## config.mk

```make
export PLATFORM = sky130hd
export DESIGN_NAME = traffic_light_controller
export DESIGN_NICKNAME = d
export VERILOG_FILES = /design/src/rtl/traffic_light_controller.sv
export SDC_FILE = /design/constraint.sdc
export NUM_CORES = 1
export LEC_CHECK = 0
export ABC_CLOCK_PERIOD_IN_PS = 2500
export CELL_PAD_IN_SITES_DETAIL_PLACEMENT = 0
export CELL_PAD_IN_SITES_GLOBAL_PLACEMENT = 1
export CORE_MARGIN = 10
export CORE_UTILIZATION = 40
export CTS_CLUSTER_DIAMETER = 150
export CTS_CLUSTER_SIZE = 14
export DETAILED_ROUTE_END_ITERATION = 7
export DONT_BUFFER_PORTS = 1
export GPL_ROUTABILITY_DRIVEN = 0
export PLACE_DENSITY_LB_ADDON = 0.1
export SLEW_MARGIN = 0
export SYNTH_ARGS = -nofsm -noshare
export SYNTH_HDL_FRONTEND = slang
export SYNTH_SLANG_ARGS = --single-unit
```

## constraint.sdc

```tcl
create_clock -name clk -period 2.5 [get_ports clk]
set_input_delay 0.75 -clock clk [delete_from_list [all_inputs] [get_ports clk]]
set_output_delay 0.75 -clock clk [all_outputs]
set_load 0.01 [all_outputs]
```

## src/rtl/traffic_light_controller.sv

```systemverilog
// traffic_light_controller
//   Moore FSM driving the 7-bit lamp vector {Rm,Ym,Gm,Rs,Ys,Gs,Walk} of a
//   main/side road intersection. The main road rests on green. Latched
//   side-road and pedestrian requests are served in turn once main green has
//   run its minimum time. All phase timing counts the one-clock 'tick'
//   enable, so every T_* parameter is in ticks rather than clocks.
//
//   Optional feature macro: NIGHT_MODE_EN (flashing-yellow night mode).
//
// Ports
//   clk      in   system clock, rising edge
//   rst_n    in   asynchronous active-low reset
//   tick     in   timebase enable, one clk wide
//   side_req in   side-road vehicle sensor (level or pulse)
//   walk_req in   pedestrian button (level or pulse)
//   night    in   night-mode request (only used with NIGHT_MODE_EN)
//   LEDs     out  [6]Rm [5]Ym [4]Gm [3]Rs [2]Ys [1]Gs [0]Walk
//   state    out  current state code (debug)
module traffic_light_controller #(
  parameter int T_MG_MIN = 10,
  parameter int T_MY     = 3,
  parameter int T_AR     = 1,
  parameter int T_SG     = 6,
  parameter int T_SY     = 3,
  parameter int T_WALK   = 5,
  parameter int CNT_W    = 8
) (
  input  logic       clk,
  input  logic       rst_n,
  input  logic       tick,
  input  logic       side_req,
  input  logic       walk_req,
  input  logic       night,
  output logic [6:0] LEDs,
  output logic [2:0] state
);

  typedef enum logic [2:0] {
    S_MG    = 3'd0,
    S_MY    = 3'd1,
    S_AR1   = 3'd2,
    S_WALK  = 3'd3,
    S_SG    = 3'd4,
    S_SY    = 3'd5,
    S_AR2   = 3'd6,
    S_NIGHT = 3'd7
  } state_t;

  // Each timed phase ends on the tick where the counter holds its last value.
  localparam logic [CNT_W-1:0] MG_LAST   = CNT_W'(T_MG_MIN - 1);
  localparam logic [CNT_W-1:0] MY_LAST   = CNT_W'(T_MY - 1);
  localparam logic [CNT_W-1:0] AR_LAST   = CNT_W'(T_AR - 1);
  localparam logic [CNT_W-1:0] SG_LAST   = CNT_W'(T_SG - 1);
  localparam logic [CNT_W-1:0] SY_LAST   = CNT_W'(T_SY - 1);
  localparam logic [CNT_W-1:0] WALK_LAST = CNT_W'(T_WALK - 1);
  localparam logic [CNT_W-1:0] CNT_ONE   = CNT_W'(1);

  state_t           state_q, state_d;
  logic [CNT_W-1:0] cnt_q, cnt_d;
  logic             side_pend_q, side_pend_d;
  logic             walk_pend_q, walk_pend_d;
  logic             timed;
  logic [CNT_W-1:0] phase_last;
  state_t           phase_next;

`ifdef NIGHT_MODE_EN
  logic             flash_q, flash_d;
`else
  logic             night_unused;
  assign night_unused = night;
`endif

  always_ff @(posedge clk or negedge rst_n) begin
    if (!rst_n) begin
      state_q     <= S_AR2;
      cnt_q       <= '0;
      side_pend_q <= 1'b0;
      walk_pend_q <= 1'b0;
`ifdef NIGHT_MODE_EN
      flash_q     <= 1'b0;
`endif
    end else begin
      state_q     <= state_d;
      cnt_q       <= cnt_d;
      side_pend_q <= side_pend_d;
      walk_pend_q <= walk_pend_d;
`ifdef NIGHT_MODE_EN
      flash_q     <= flash_d;
`endif
    end
  end

  // Next state and phase counter.
  always_comb begin
    state_d    = state_q;
    cnt_d      = cnt_q;
    timed      = 1'b1;
    phase_last = '0;
    phase_next = state_q;
    case (state_q)
      S_MG:   timed = 1'b0;
      S_MY:   begin phase_last = MY_LAST;   phase_next = S_AR1; end
      S_AR1:  begin phase_last = AR_LAST;   phase_next = walk_pend_q ? S_WALK : S_SG; end
      S_WALK: begin phase_last = WALK_LAST; phase_next = side_pend_q ? S_SG : S_AR2; end
      S_SG:   begin phase_last = SG_LAST;   phase_next = S_SY; end
      S_SY:   begin phase_last = SY_LAST;   phase_next = S_AR2; end
      S_AR2:  begin phase_last = AR_LAST;   phase_next = S_MG; end
      default: begin
`ifdef NIGHT_MODE_EN
        timed = 1'b0;
`else
        // Code 7 cannot be reached here; treat it as an all-red clearance.
        phase_last = AR_LAST;
        phase_next = S_MG;
`endif
      end
    endcase

    if (tick) begin
      if (timed) begin
        if (cnt_q == phase_last) state_d = phase_next;
        else                     cnt_d   = cnt_q + CNT_ONE;
      end else if (state_q == S_MG) begin
        // Main green counter saturates; requests are honoured only once there.
        if (cnt_q != MG_LAST) cnt_d = cnt_q + CNT_ONE;
`ifdef NIGHT_MODE_EN
        else if (night) state_d = S_NIGHT;
`endif
        else if (side_pend_q || walk_pend_q) state_d = S_MY;
      end
`ifdef NIGHT_MODE_EN
      else if (!night) begin
        state_d = S_AR2;
      end
`endif
    end

    if (state_d != state_q) cnt_d = '0;
  end

  // Request latches: a clear on phase entry beats a same-clock set.
  always_comb begin
    side_pend_d = side_pend_q | side_req;
    walk_pend_d = walk_pend_q | walk_req;
    if (state_d == S_SG   && state_q != S_SG)   side_pend_d = 1'b0;
    if (state_d == S_WALK && state_q != S_WALK) walk_pend_d = 1'b0;
`ifdef NIGHT_MODE_EN
    if (state_d == S_NIGHT) begin
      side_pend_d = 1'b0;
      walk_pend_d = 1'b0;
    end
`endif
  end

`ifdef NIGHT_MODE_EN
  // Flash phase restarts on yellow each time night mode is entered.
  always_comb begin
    flash_d = flash_q;
    if (state_q == S_NIGHT && tick) flash_d = ~flash_q;
    if (state_d == S_NIGHT && state_q != S_NIGHT) flash_d = 1'b0;
  end
`endif

  // Lamp decode depends only on registered state.
  always_comb begin
    case (state_q)
      S_MG:    LEDs = 7'h18;
      S_MY:    LEDs = 7'h28;
      S_AR1:   LEDs = 7'h48;
      S_WALK:  LEDs = 7'h49;
      S_SG:    LEDs = 7'h42;
      S_SY:    LEDs = 7'h44;
      S_AR2:   LEDs = 7'h48;
`ifdef NIGHT_MODE_EN
      default: LEDs = flash_q ? 7'h00 : 7'h24;
`else
      default: LEDs = 7'h48;
`endif
    endcase
  end

  assign state = state_q;

endmodule
```

==> flow_summary.ini <==
[finish]
multiInputGateArea_sq_um = 517
regArea_sq_um = 328
finalNetCount = 105
num_antenna_cells = 0
area_growth_pct = 8.55
drive_above_1_share_pct = 21.9
fill_cells = 202

[timing]
setup_viol = 0
rsz0062_at_grt = no
maxSlewHeadroom_pct = 72.5
drv_slew = 0
fmax_mhz = 447
final_hold_viol_count = 0
post-route-period-util_pct = 89.5
post-route-min-period_ns = 2.24
tightest_slew_ns = 0.413
whs_ns = 0.165
skew_ns = 0.00597
final.setup.tns_ns = 0

[yosys]
synth_ff_type = dfrtp_1
synth_seq_cells = 13
syn_area_sq_um = 878
syn-num-nets = 98
async_reset_ff_share_pct = 100
synth.top_cell.area_share_pct = 31.3
synthCells = 90
synth_edf_count = 0
yosysSeqAreaShare_pct = 37.3
yosys.cell_types.count = 39
netlist_top_cells_count = 14 x nor2_1, 11 x dfrtp_1, 7 x inv_1
yosys_warnings = 0
yosysTopAreaCell = dfrtp_1
yosysMostFrequentCell = nor2_1
yosys-top-cells-area = dfrtp_1 31%, dfstp_2 6.0%, nor2_1 6.0%
syn_area_per_cell_sq_um = 9.76

[routing]
dr.pass1.iters = 4
wire_per_inst_um = 14.7
drt_iter0_drc = 41
drcViolationCount = 0
ant_nets = 0
routed_wl_mm = 1.80
vias_per_cell = 5.24
vias = 644

[worst_setup_path]
r2r-start = state[0]
slowest_delay_ns = 0.55
critical_path.top_delay_family = flip-flops
setup.worst_path.start_class = flop
startpoint = state[2]
path_max_fanout = 8
crit_type = flop to output port
crit_path_top_delay_cell = dfstp_2
cp.arrival_ns = 1.49
crit_chain = buf_4 -> or2b_1 -> nor2_1
crit_buf_inv = 1
endpoint_kind = output port
cp.required_ns = 1.75

[flow_run]
drv_cap = 0

[clock_network]
postCtsSetupBuffers = 0
cts_tree = done
cts_made_buffers = 3
clk_latency_ns = 0.27
cts_hold_buf = 0
path_clk_slew_ns = 0.08
clk_path_buf_depth = 2
postCtsResizedCells = 0
htree_levels = 1
cts.sinks = 13
cts_root_buf = clkbuf_4

[global_route]
antenna_found_initial = 0
grt_use_total_pct = 8.73
grt_pass1_vias = 642
grt_first_pass_wirelength_mm = 3.03
grt_overflow = 0
grt_start_max_net_pins = 14

[power]
leakagePower_nw = 0.390
power_mw = 1.13
powerDensity_nw_per_um2 = 1180
peakVddDrop_v = 0.000494

[floorplan]
die-area_sq_um = 4470
die_w_um = 66.9
core_area_sq_um = 2020
io_pins = 16
start_util_pct = 43.4
die_h_um = 66.9
num_rows = 16

[place]
portBuffers = 0
dpl.hpwl_mm = 1.48

[run_status]
status = complete, no violations

[min_path]
worstHoldPathType = primary input to asynchronous set/reset pin
==> path summary, 6_finish.rpt <==
| path | to | slack, ns | cells past startpoint |
|---|---|---|---|
| setup / recovery | LEDs[2] | 0.26 | 3 |
| setup reg to reg | walk_pend_q | 0.34 | 6 |
| min in group clk | cnt_q[7] | 0.51 | 1 |
| hold / removal | state[0] | 0.16 | 0 |
| max in group asynchronous | state[1] | 2.16 | 0 |
| hold reg to reg | cnt_q[7] | 0.51 | 1 |
==> registers in the layout (all words and copies together) (netlist names) <==
signal / cells
cnt_q: 8
state: 3
side_pend_q: 1
walk_pend_q: 1
==> cell families (layout without fill, tap and decap cells) <==
logic type      Yosys count  after routing  share of synthesized area, %
fa+ha+maj                 2              2                          2.85
xor+xnor                  8              8                          7.98
mux                       1              1                          2.56
flops                    13             13                          37.3
compound gates           15             15                          13.1
buf+inv                   8             14                          3.85
simple gates             43             43                          32.3
==> area by class of cell <==
type / instances / area share (%)
multi-input combinational: 69 / 54.2
timing repair buffer: 3 / 2.36
inverter: 7 / 2.76
clock buffer: 4 / 2.76
tap: 27 / 3.54
sequential: 13 / 34.4
==> power by group <==
group          switching [mW]  total (mW)  internal, mW
clock                  0.0641       0.126        0.0617
sequential              0.148       0.452         0.304
combinational           0.297       0.549         0.252
==> per-layer routing <==
layer	global-route usage, %	vias to the layer above	share of wire, %	wire length, um
li1	-	330	-	-
met1	10.1	301	44	798
met2	14.6	11	48	868
met3	3.01	2	7.2	129
met4	3.08	0	0.44	8
met5	0	-	0	0
==> metrics by stage <==
step                      worst slack, ns  instance area, sq um  utilization [%]  instances
after floorplan                     0.429                   878                -         90
after global placement              0.337                   927             45.9        119
after detailed placement            0.332                   927             45.9        119
after CTS                           0.238                   953             47.2        123
after global routing                0.184                   953             47.2        123
final                               0.263                   953             47.2        123
==> placed cells by master, fill, tap and decap left out, drive strengths merged, types with 2 or more instances in the layout <==
master / count
a21oi: 3
and2: 2
buf: 3
clkbuf: 4
dfrtp: 11
dfstp: 2
ha: 2
inv: 7
nand2: 4
nand2b: 2
nand3: 3
nand3b: 2
nor2: 14
nor2b: 2
nor4: 3
o2111ai: 2
o21ai: 3
or2: 2
or3: 2
or4: 2
xnor2: 6
xor2: 2
Power figures use the tool's default switching activity.
